`config.mk`:
```
export PLATFORM = sky130hd
export DESIGN_NAME = keypad_scan_ctrl
export DESIGN_NICKNAME = d
export VERILOG_FILES = /design/src/rtl/keypad_pkg.sv /design/src/rtl/keypad_scan_ctrl_row_sync2.sv /design/src/rtl/keypad_scan_ctrl.sv
export SDC_FILE = /design/constraint.sdc
export NUM_CORES = 1
export LEC_CHECK = 0
export CORE_ASPECT_RATIO = 2
export CORE_MARGIN = 2
export CORE_UTILIZATION = 50
export CTS_BUF_LIST = sky130_fd_sc_hd__clkbuf_8
export CTS_CLUSTER_DIAMETER = 120
export CTS_CLUSTER_SIZE = 28
export DETAILED_ROUTE_END_ITERATION = 12
export PLACE_DENSITY = 0.72
export SETUP_SLACK_MARGIN = 0.05
export SYNTH_ARGS = -nofsm -noshare
export SYNTH_HDL_FRONTEND = slang
export SYNTH_SLANG_ARGS = --single-unit
export TNS_END_PERCENT = 5
```
`constraint.sdc`:
```
create_clock -name clock -period 4.9 [get_ports clock]
set_input_delay 0.98 -clock clock [delete_from_list [all_inputs] [get_ports clock]]
set_output_delay 0.98 -clock clock [all_outputs]
set_load 0.1 [all_outputs]
```
`src/rtl/keypad_pkg.sv`:
```
// Shared types and constants for the 4x4 keypad scan controller.
package keypad_pkg;

    localparam int KEY_CODE_W = 4;
    localparam int N_ROWS     = 4;
    localparam int N_COLS     = 4;

    typedef enum logic [2:0] {
        IDLE,
        DEBOUNCE,
        SCAN,
        EVAL,
        REPORT,
        WAIT_RELEASE
    } state_t;

    function automatic logic [N_COLS-1:0] onehot_col(input logic [1:0] idx);
        logic [N_COLS-1:0] one;
        one = {{(N_COLS-1){1'b0}}, 1'b1};
        return one << idx;
    endfunction

endpackage

```
`src/rtl/keypad_scan_ctrl_row_sync2.sv`:
```
// Two-flop synchronizer for the asynchronous keypad row lines.
module row_sync2 #(
    parameter int WIDTH = 4
) (
    input  logic             clk,
    input  logic             rst_n,
    input  logic [WIDTH-1:0] d,
    output logic [WIDTH-1:0] q
);

    logic [WIDTH-1:0] meta;

    always_ff @(posedge clk or negedge rst_n) begin
        if (!rst_n) begin
            meta <= '0;
            q    <= '0;
        end else begin
            meta <= d;
            q    <= meta;
        end
    end

endmodule

```
`src/rtl/keypad_scan_ctrl.sv`:
```
// Keypad scan controller: debounces a press, walks the columns to locate a
// single key, reports it with a one-cycle pulse, then waits for release.
module keypad_scan_ctrl
    import keypad_pkg::*;
#(
    parameter int DEBOUNCE_CYCLES = 2000000,
    parameter int SETTLE_CYCLES   = 8
) (
    input  logic                  clock,
    input  logic                  reset,
    input  logic [N_ROWS-1:0]     Row,
    output logic [N_COLS-1:0]     Col,
    output logic [KEY_CODE_W-1:0] key_code,
    output logic                  key_valid,
    output logic                  busy
);

    localparam int             CW          = $clog2(DEBOUNCE_CYCLES + 1);
    localparam int             HIT_W       = N_ROWS * N_COLS;
    localparam logic [CW-1:0]  DEB_LAST    = CW'(DEBOUNCE_CYCLES - 1);
    localparam logic [CW-1:0]  SETTLE_LAST = CW'(SETTLE_CYCLES - 1);

    logic [N_ROWS-1:0]     row_s;
    state_t                state, state_n;
    logic [CW-1:0]         cnt, cnt_n;
    logic [CW-1:0]         settle, settle_n;
    logic [1:0]            col_idx, col_idx_n;
    logic [HIT_W-1:0]      hit, hit_n;
    logic [3:0]            hit_pos;
    logic [KEY_CODE_W-1:0] code_n;
    logic                  valid_n;
    logic [N_COLS-1:0]     col_n;
    logic                  busy_n;

    row_sync2 #(
        .WIDTH(N_ROWS)
    ) u_row_sync (
        .clk  (clock),
        .rst_n(reset),
        .d    (Row),
        .q    (row_s)
    );

    // Hit vector is column-major: bit index = col*N_ROWS + row.
    always_comb begin
        hit_pos = '0;
        for (int unsigned i = 0; i < HIT_W; i++) begin
            if (hit[i]) hit_pos = 4'(i);
        end
    end

    always_ff @(posedge clock or negedge reset) begin
        if (!reset) begin
            state     <= IDLE;
            cnt       <= '0;
            settle    <= '0;
            col_idx   <= '0;
            hit       <= '0;
            key_code  <= '0;
            key_valid <= 1'b0;
            Col       <= '1;
            busy      <= 1'b0;
        end else begin
            state     <= state_n;
            cnt       <= cnt_n;
            settle    <= settle_n;
            col_idx   <= col_idx_n;
            hit       <= hit_n;
            key_code  <= code_n;
            key_valid <= valid_n;
            Col       <= col_n;
            busy      <= busy_n;
        end
    end

    always_comb begin
        state_n   = state;
        cnt_n     = cnt;
        settle_n  = settle;
        col_idx_n = col_idx;
        hit_n     = hit;
        code_n    = key_code;
        valid_n   = 1'b0;

        case (state)
            IDLE: begin
                if (row_s != '0) begin
                    state_n = DEBOUNCE;
                    cnt_n   = '0;
                end
            end
            DEBOUNCE: begin
                if (row_s == '0) begin
                    state_n = IDLE;
                    cnt_n   = '0;
                end else if (cnt == DEB_LAST) begin
                    state_n   = SCAN;
                    cnt_n     = '0;
                    settle_n  = '0;
                    col_idx_n = '0;
                    hit_n     = '0;
                end else begin
                    cnt_n = cnt + 1'b1;
                end
            end
            SCAN: begin
                if (settle == SETTLE_LAST) begin
                    hit_n[int'(col_idx)*N_ROWS +: N_ROWS] =
                        hit[int'(col_idx)*N_ROWS +: N_ROWS] | row_s;
                    settle_n = '0;
                    if (col_idx == 2'(N_COLS - 1)) state_n = EVAL;
                    else                           col_idx_n = col_idx + 1'b1;
                end else begin
                    settle_n = settle + 1'b1;
                end
            end
            EVAL: begin
                cnt_n = '0;
                // Key code is row-major, hit vector is column-major: swap halves.
                if ($countones(hit) == 1) begin
                    state_n = REPORT;
                    code_n  = {hit_pos[1:0], hit_pos[3:2]};
                    valid_n = 1'b1;
                end else begin
                    state_n = WAIT_RELEASE;
                end
            end
            REPORT: begin
                state_n = WAIT_RELEASE;
            end
            WAIT_RELEASE: begin
                if (row_s != '0) begin
                    cnt_n = '0;
                end else if (cnt == DEB_LAST) begin
                    state_n = IDLE;
                    cnt_n   = '0;
                end else begin
                    cnt_n = cnt + 1'b1;
                end
            end
            default: state_n = IDLE;
        endcase

        col_n  = (state_n == SCAN) ? onehot_col(col_idx_n) : '1;
        busy_n = (state_n != IDLE);
    end

endmodule

```
[Word level (Yosys, flattened, before mapping)]
Index checks and enable logic that the tools add are counted.
Cells by class
  multiply operators: 0
  $lt $le $gt $ge: 0
  bitwise logic cells: 1
  add/subtract/negate cells: 19
  equal/unequal tests: 14
  multiplexer cells: 46
  div/mod/pow operators: 0
  shift-type cells: 4
  reductions and logical operators: 10
Operator list (count)
  2-to-1 mux 21 bit: 7
  one-hot mux 21 bit (4 select lines): 1
  2-to-1 mux 4 bit: 14
  2-to-1 mux 16 bit: 3
  adder 21 x 1 -> 21 bit (second input constant): 2
  one-hot mux 21 bit (2 select lines): 1
  negation 4 -> 33 bit: 1
  variable shift 4 x 33 -> 16 bit (first input constant): 1
  variable part select 4 x 33 -> 16 bit: 1
  one-hot mux 16 bit (2 select lines): 1
  equality test 21 bit (second input constant): 1
  equality test 21 x 3 -> 1 bit (second input constant): 1
  2-to-1 mux 3 bit: 7
  one-hot mux 3 bit (6 select lines): 1
  adder 1 x 1 -> 2 bit: 8
  bitwise mux 16 bit: 1
  variable part select 16 x 5 -> 4 bit: 1
  adder 2 x 2 -> 3 bit: 4
  2-to-1 mux 2 bit: 5
  equality test 3 x 2 -> 1 bit (second input constant): 3
  adder 3 x 3 -> 4 bit: 2
  != test 2 bit (second input constant): 4
  nonzero test 4 bit: 2
  equality test 3 bit (second input constant): 2
  other kinds (16): 20
Word-level totals
  output and inout port bits: 10
  RAM bits: 0
  memory bits (read-only): 0
  memories kept: 0
  input port bits: 6
  latch bits: 0
  flip-flop bits (word level): 81
  word-level logic and storage cells: 105

[Depth between registers and ports, before layout]
Gate-level depths: netlist of run 1.
  depth in word-level cells: 15
  gate-level depth with buffers: 15
  mapped depth without buffers: 15

[Modules after synthesis]
From an unflattened synthesis of run 1, not the netlist that was laid out.
Unflattened totals
  cell total of the unflattened synthesis: 480
  area total of the unflattened synthesis: 4596.9 sq um
Modules (own cells, without submodules)
  keypad_scan_ctrl: sequential area each 1831.8 sq um, times used 1, area an instance 4396.7 sq um, cells an instance 472
  row_sync2: sequential area each 200.2 sq um, times used 1, area an instance 200.2 sq um, cells an instance 8

[Worst setup path after synthesis of run 1]
No wires, ideal clock.
  path kind: flip-flop to flip-flop
  start point: register hit[11]
  end point: register key_code[1]
  setup slack: 0.578 ns
  period minus slack after synthesis: 4.322 ns
  setup time: 0.125 ns
  stages on the path, launching flop included: 15
  data required time: 4.775 ns
  arrival: 4.196 ns
  path buffers: 0
  path through: dfrtp_1 fa_1 inv_1 fa_1 inv_1 fa_1 inv_1 fa_1 inv_1 ha_1 fa_1 nor4b_1 nand2_1 nor2_1 mux2_2
On the way
  longest elaborated chain between the ends: 6
  elaborated cells on any way between the ends: 11
  those cells by class: 4 x add/sub; 1 x eq/ne; 5 x mux; 1 x reduce/logical
RTL lines
  start, declared: line keypad_scan_ctrl.sv:28  | logic [HIT_W-1:0] hit, hit_n;
  start signal, assigned: line keypad_scan_ctrl.sv:68  | hit <= hit_n;
  adder 1 x 1 -> 2 bit (not written as such): line keypad_scan_ctrl.sv:120  | if ($countones(hit) == 1) begin
  adder 2 x 2 -> 3 bit (not written as such): line keypad_scan_ctrl.sv:120
  adder 3 x 3 -> 4 bit (not written as such): line keypad_scan_ctrl.sv:120
  adder 4 x 4 -> 5 bit (not written as such): line keypad_scan_ctrl.sv:120
  equality test 5 x 1 -> 1 bit: line keypad_scan_ctrl.sv:120
  AND reduction 2 bit (no line)
  end signal, assigned: line keypad_scan_ctrl.sv:69  | key_code <= code_n;
  end, declared: line keypad_scan_ctrl.sv:13  | output logic [KEY_CODE_W-1:0] key_code,
Several ways; a longest one is shown, not always the timed one.
A chain may end at the register's enable or synchronous reset.

[Worst setup path after layout of run 1]
Ends and elaborated chain as after synthesis.

==> impl_metrics.toml, run 1 <==
[outcome]
status = "completed"

[timing]
min_period_over_period_pct = 92.0
tns_ps = 0
hold_viol = 0
rsz0062_at_grt = "false"
worst_slack_ps = 390
worst_clock_skew_ps = 5.86
setup_violations = 0
final.min_clock_period_ps = 4510
whs_ps = 355
tightest_slew_ps = 1010
slew_headroom_pct = 32.9
fmax_mhz = 222
finalMaxSlewViolations = 0

[yosys]
synth_top_family_by_area = "simple AND/OR/NAND/NOR gates"
yosys_warnings = 0
synth_nets = 503
ys_ff_latch = 81
synth_area_sq_um = 4580
avgSynthCellArea_sq_um = 9.62
synthArstFlopShare_pct = 100
synth-xor-area-share_pct = 4.02
syn-instance-count = 476
synth_cell_types = 56
seq_area_frac_synth_pct = 44.4
synthAdderAreaFrac_pct = 7.38
synth_edf_count = 0
ys.flop_type = "dfrtp_1"
synthMuxAreaShare_pct = 2.93
synth_compound_area_share_pct = 15.4
synth-simple-area-share_pct = 21.3

[die]
coreArea_sq_um = 8950
die_w_um = 71.7
pin_count = 16
die_area_sq_um = 9980
start_util_pct = 51.1
die_h_um = 139
rows = 49

[cells_and_area]
stdcell_count = 594
layout_common_cells = "77 x dfrtp_1, 51 x nand2_1, 45 x nor2_1"
num_antenna_cells = 0
drive_gt1_share_pct = 8.74
area_growth_pct = 9.70
final_area_sq_um = 5020
layout_commonest_cell = "dfrtp_1"
fin_util_pct = 56.1
nets = 514
nFillCells = 794

[grt]
grt_usage_pct = 21.3
grt_max_degree = 82
antenna_found_initial = 0
grt_pass1_vias = 3600
grt_pass1_wl_um = 16900
grt_overflow = 0

[drt]
dr.pass1.iters = 4
drt-met1-wl_um = 3900
postRouteAntennaNets = 0
vias_per_cell = 5.95
drt-initial-drc-count = 197
wl_met3_um = 236
top_layer = "met4"
wl_per_cell_um = 16.7
route.met2.wl_um = 5460
drcViolationCount = 0
wirelength_um = 9930
num_vias = 3532

[setup_path]
crit_required_ps = 5130
crit_fanout = 7
cp.arrival_ps = 4740
cpMaxStageDelayCell = "fa_1"
cp-end-kind = "flop"
setup.worst_path.class = "flop to flop"
cp_common_cell = "fa_1"
critical_path_buf_inv_count = 4
path_cells = "fa_1 -> inv_1 -> fa_1 -> inv_1 -> fa_1 -> inv_1 -> fa_1 -> inv_1 -> ha_1 -> fa_1 -> nor4b_1 -> nand2_1 -> nor2_2 -> mux2_2"
crit_path_start_kind = "flop"
cpLargestDelayFamily = "adder cells"
crit_path_max_incr_delay_ps = 560

[clocking]
cts_hold_buf = 0
clk_pin_slew_ps = 80
ctsResizeCount = 0
cts_tree = "done"
clock-sinks = 81
clk_path_buf_depth = 2
htree_levels = 3
cts_made_buffers = 9
cts-root-buf = "clkbuf_8"
insertion_delay_ps = 350
post-cts-setup-buffers = 0

[pwr]
p_total_mw = 1.31
power_density_nw_per_um2 = 260
vdd_ir_drop_max_v = 0.000211
p_leak_nw = 2.20

[flow_run]
cap_violations = 0

[placed_design]
portBuffers = 15
post-place-cells = 578
post_dp_cell_area_sq_um = 4790
gp_congestion = 0.915
hpwl_um = 7240
dp_slack_ps = 272

[worst_hold_path]
min_path_type = "flop to flop"
-- where the power goes --
| group | internal (mW) | switching [mW] | leakage [nW] |
|---|---|---|---|
| clock | 0.304 | 0.226 | 0.120 |
| combinational | 0.0259 | 0.0401 | 0.995 |
| sequential | 0.689 | 0.0217 | 1.08 |
-- cell type report --
cell class / count / area [sq um] / area share [%]
inverter: 34 / 128 / 2.54
timing repair buffer: 17 / 163 / 3.24
sequential: 81 / 2030 / 40.5
multi-input combinational: 344 / 2340 / 46.7
tap: 102 / 128 / 2.54
clock buffer: 14 / 193 / 3.84
clock inverter: 2 / 33.8 / 0.673
-- cell usage after synthesis, drive strengths merged (10+ instances only) --
cell / number / share of area (%)
fa: 10 / 4.4
nor3: 10 / 1.1
nand4: 10 / 1.4
nor2: 47 / 3.9
xor2: 10 / 1.9
o31ai: 27 / 4.6
ha: 11 / 3.0
a21oi: 16 / 1.7
xnor2: 11 / 2.1
and3: 13 / 1.8
nor4: 10 / 1.7
o21ai: 32 / 3.5
dfrtp: 77 / 42
inv: 34 / 2.8
nand2: 51 / 4.2
buf: 11 / 1.3
nand3: 15 / 1.6
-- worst register-to-register path: stages (launching register included) --
cell	delay (ps)
dfrtp_1	460
fa_1	560
inv_1	50
fa_1	480
inv_1	50
fa_1	470
inv_1	50
fa_1	470
inv_1	40
ha_1	190
fa_1	430
nor4b_1	400
nand2_1	130
nor2_2	260
mux2_2	370
-- final timing paths --
check / from / to / slack [ps] / depth (start not counted)
worst max-delay path: hit[11] / key_code[1] / 390 / 14
min in group asynchronous: reset / hit[2] / 780 / 1
worst min register to register: u_row_sync.meta[0] / u_row_sync.q[0] / 350 / 0
max in group asynchronous: reset / cnt[4] / 3450 / 1
worst max register to register: hit[11] / key_code[1] / 390 / 14
worst min-delay path: u_row_sync.meta[0] / u_row_sync.q[0] / 350 / 0
-- state kept, by name, indices dropped and copies added (netlist names) --
register / count
u_row_sync.q: 4
col_idx: 2
Col: 4
hit: 16
cnt: 21
key_code: 4
busy: 1
u_row_sync.meta: 4
settle: 21
state: 3
key_valid: 1
-- logic make-up after synthesis --
logic type      after synthesis
fa+ha+maj                    21
buf+inv                      51
mux                           8
simple gates                192
flops                        81
xor+xnor                     21
compound gates              102
-- per-layer routing --
metal,up-vias,global-route usage (%)
li1,1709,-
met3,24,2.90
met1,1736,24.5
met4,0,11.0
met2,63,37.5
met5,-,0
No activity file was read; power rests on OpenSTA's default activity.
==> run 2, diff against run 1 <==
- RECOVER_POWER: default -> 100
==> impl_metrics.toml, run 2 (synthesized netlist as in run 1, its figures left out) <==
[timing]
tightest_slew_ps = 1990
worst_slack_ps = 387
worst_clock_skew_ps = 7.17
rsz0062_at_grt = "false"
hold_viol = 0
slew_headroom_pct = -32.3
fmax_mhz = 222
finalMaxSlewViolations = 82
setup_violations = 0
tns_ps = 0
whs_ps = 356
min_period_over_period_pct = 92.1
final.min_clock_period_ps = 4510

[die]
die_h_um = 139
die_area_sq_um = 9980
pin_count = 16
coreArea_sq_um = 8950
rows = 49
start_util_pct = 51.1
die_w_um = 71.7

[clocking]
clock-sinks = 81
cts_tree = "done"
clk_pin_slew_ps = 80
htree_levels = 3
post-cts-setup-buffers = 0
cts-root-buf = "clkbuf_8"
ctsResizeCount = 0
cts_hold_buf = 0
clk_path_buf_depth = 2
insertion_delay_ps = 350
cts_made_buffers = 9

[setup_path]
crit_fanout = 7
cp-end-kind = "flop"
cp.arrival_ps = 4750
crit_required_ps = 5140
crit_path_start_kind = "flop"
setup.worst_path.class = "flop to flop"
r2r_cells = 14

[grt]
grt_pass1_wl_um = 16900
antenna_found_initial = 0
grt_usage_pct = 21.3
grt_pass1_vias = 3600
grt_max_degree = 82
grt_overflow = 0

[cells_and_area]
num_antenna_cells = 0
layout_commonest_cell = "dfrtp_1"
largest_registers = "cnt x21, settle x21, hit x16"
layout_common_cells = "77 x dfrtp_1, 51 x nand2_1, 46 x nor2_1"
stdcell_count = 594
drive_gt1_share_pct = 6.91
area_growth_pct = 8.99
nets = 514

[worst_hold_path]
min_path_type = "flop to flop"
whs_path_depth = 0

[flow_run]
cap_violations = 1

[placed_design]
portBuffers = 15
post-place-cells = 578
hpwl_um = 7240
gp_congestion = 0.915
dp_slack_ps = 272

[drt]
num_vias = 3567
dr.pass1.iters = 5
drcViolationCount = 0
postRouteAntennaNets = 0
wirelength_um = 9890
drt-initial-drc-count = 149
vias_per_cell = 6.01
wl_per_cell_um = 16.7

[pwr]
p_total_mw = 1.31
vdd_ir_drop_max_v = 0.000208
comb_power_share_pct = 5.0
p_leak_nw = 2.19
p_switching_uw = 291
seq_power_share_pct = 54.3
power_density_nw_per_um2 = 262
clkPwrFrac_pct = 40.7
p_int_mw = 1.02
swShare_pct = 22.2

[outcome]
violations = "max-capacitance violations, max-slew violations"
status = "finished with violations"
## run 2: cell count changes in the layout (fill, tap and decap cells not counted), moves of 2 or more
cell	change
inv_2	-2
clkbuf_1	+2
dlygate4sd3_1	+14
buf_4	-3
o211ai_2	-4
inv_1	+2
o211ai_1	+4
o21ai_0	+3
o21ai_1	-3
clkdlybuf4s50_1	-14
## run 2: area by class of cell
type,count,area [sq um]
clock buffer,14,193
tap,102,128
sequential,81,2030
clock inverter,2,33.8
timing repair buffer,17,153
inverter,34,128
fill,799,3960
multi-input combinational,344,2320
## run 2: path summary, 6_finish.rpt
kind                                     from         endpoint  slack (ps)
max                                   hit[11]      key_code[1]         390
min                        u_row_sync.meta[0]  u_row_sync.q[0]         360
max reg2reg                           hit[11]      key_code[1]         390
min reg2reg                u_row_sync.meta[0]  u_row_sync.q[0]         360
max in group asynchronous               reset           cnt[3]        2540
min in group asynchronous               reset           hit[3]        1160
## run 2: metrics by stage
step / util, % / instance area (sq um)
CTS: 56.1 / 5020
floorplan: - / 4580
global route: 55.7 / 4990
global placement: 53.5 / 4790
detailed placement: 53.5 / 4790
finish: 55.7 / 4990
## run 2: metal layers
layer | share of wire [%] | GRT usage, %
met5 | 0 | 0
met4 | 3.6 | 11.0
met3 | 2.5 | 2.90
met2 | 55 | 37.5
met1 | 39 | 24.5
## run 2: power groups by stage
stage | Sequential (mW) | Clock [mW] | Combinational, mW
5_1_grt | 0.714 | 0.571 | 0.0767
6_report | 0.711 | 0.532 | 0.0648
3_3_place_gp | 0.722 | 0 | 0.0660
3_5_place_dp | 0.724 | 0 | 0.0668
4_1_cts | 0.710 | 0.543 | 0.0679
2_1_floorplan | 0.720 | 0 | 0.0397
## run 2: critical path, cell delays in order (launching register included)
cell and delay (ps):
dfrtp_1 460, fa_1 560, inv_1 50, fa_1 480, inv_1 50, fa_1 470, inv_1 50, fa_1 470
inv_1 40, ha_1 190, fa_1 430, nor4b_1 400, nand2_1 130, nor2_2 260, mux2_2 370
==> run 3, diff against run 2 <==
- CAP_MARGIN: default -> 20
- PLACE_DENSITY: 0.72 -> 0.67
==> impl_metrics.toml, run 3 (synthesized netlist as in run 1, its figures left out) <==
[drt]
wirelength_um = 10200
dr.pass1.iters = 4
postRouteAntennaNets = 0
wl_per_cell_um = 17.1
vias_per_cell = 5.99
drcViolationCount = 0
drt-initial-drc-count = 225
num_vias = 3563

[cells_and_area]
final_area_sq_um = 4920
drive_gt1_share_pct = 6.29
nets = 515
layout_commonest_cell = "dfrtp_1"
area_growth_pct = 7.57
largest_registers = "cnt x21, settle x21, hit x16"
layout_common_cells = "77 x dfrtp_1, 51 x nand2_1, 47 x nor2_1"
stdcell_count = 595
num_antenna_cells = 0

[setup_path]
crit_fanout = 7
crit_required_ps = 5160
cp-end-kind = "flop"
crit_path_max_incr_delay_ps = 550
critical_path_buf_inv_count = 4
critPathLaunch = "hit[11]"
cp_common_cell = "fa_1"
cpMaxStageDelayCell = "fa_1"
cp.arrival_ps = 4850
path_cells = "fa_1 -> inv_1 -> fa_1 -> inv_1 -> fa_1 -> inv_1 -> fa_1 -> inv_1 -> ha_1 -> fa_1 -> nor4b_1 -> nand2_1 -> nor2_1 -> mux2_2"
setup.worst_path.class = "flop to flop"
crit_path_start_kind = "flop"
cpLargestDelayFamily = "adder cells"
r2r-start = "hit[11]"

[pwr]
vdd_ir_drop_max_v = 0.000158
seq_power_share_pct = 56.7
swShare_pct = 27.5
comb_power_share_pct = 5.3
p_int_uw = 909
clkPwrFrac_pct = 38.0
p_switching_uw = 345
p_leak_nw = 2.17
power_density_nw_per_um2 = 255

[grt]
grt_max_degree = 82
antenna_found_initial = 0
grt_usage_pct = 21.7
grt_overflow = 0
grt_pass1_wl_um = 16900
grt_pass1_vias = 3494

[placed_design]
gp_congestion = 0.926
dp_slack_ps = 289
portBuffers = 15
hpwl_um = 7290
post_dp_cell_area_sq_um = 4780
post-place-cells = 577

[timing]
setup_violations = 0
min_period_over_period_pct = 93.6
hold_viol = 0
fmax_mhz = 218
final.min_clock_period_ps = 4590
worst_slack_ps = 313
tns_ps = 0
slew_headroom_pct = -58.7
finalMaxSlewViolations = 64
worst_clock_skew_ps = 4.47
rsz0062_at_grt = "false"
tightest_slew_ps = 2380
whs_ps = 354

[clocking]
cts_tree = "done"
cts_made_buffers = 9
clock-sinks = 81
clk_path_buf_depth = 2
post-cts-setup-buffers = 0
htree_levels = 3
insertion_delay_ps = 370
ctsResizeCount = 0
cts_hold_buf = 0
cts-root-buf = "clkbuf_8"
clk_pin_slew_ps = 90

[die]
die_w_um = 71.7
coreArea_sq_um = 8950
die_area_sq_um = 9980
rows = 49
start_util_pct = 51.1
die_h_um = 139
pin_count = 16

[outcome]
violations = "max-capacitance violations, max-slew violations"
status = "finished with violations"

[worst_hold_path]
min_from = "u_row_sync.meta[2]"
min_path_type = "flop to flop"

[flow_run]
cap_violations = 2
[run 3: cell types whose count changed in the layout (fill, tap and decap cells not counted), sizes merged]
cell,delta
inv,+3
clkinv,+2
bufinv,-1
dlymetal6s4s,+1
clkinvlp,+1
clkbuf,-5
[run 3: worst register-to-register path: cells and delay by family (launching register included)]
family | cells | cell delay, ps
fa+ha+maj | 6 | 2600
simple gates | 3 | 850
flops | 1 | 460
mux | 1 | 390
buf+inv | 4 | 190
[run 3: power by group through the flow]
stage                     logic, mW  clock network (mW)  registers [mW]
after detailed placement     0.0699                   0           0.724
after global routing         0.0775               0.512           0.713
after global placement       0.0662                   0           0.723
after floorplan              0.0397                   0           0.720
final                        0.0670               0.476           0.710
after CTS                    0.0704               0.488           0.711
[run 3: area by class of cell]
cell class,instances,area (sq um)
repair buffers,18,164
inverters,34,128
flip-flops and latches,81,2030
multi-input cells,344,2290
well taps,102,128
clock buffers,9,124
clock inverters,7,62.6
fillers,824,4030
[run 3: routing by layer]
layer / GRT usage [%] / up-vias / share of wire (%)
li1: - / 1722 / -
met2: 38.3 / 50 / 56
met1: 24.8 / 1769 / 39
met4: 11.5 / 0 / 3.2
met3: 2.68 / 22 / 2.2
met5: 0 / - / 0
[run 3: per-stage QoR]
step	total power, mW	util, %
finish	1.25	55.0
global route	1.30	55.0
CTS	1.27	55.5
detailed placement	0.794	53.5
global placement	0.789	53.5
floorplan	0.760	-
[run 3: worst paths after layout]
kind | endpoint | slack [ps] | cells after the start
worst min-delay path | u_row_sync.q[2] | 350 | 0
worst max register to register | key_code[2] | 310 | 14
worst min register to register | u_row_sync.q[2] | 350 | 0
min in group asynchronous | key_code[3] | 950 | 1
worst max-delay path | key_code[2] | 310 | 14
max in group asynchronous | busy | 920 | 2
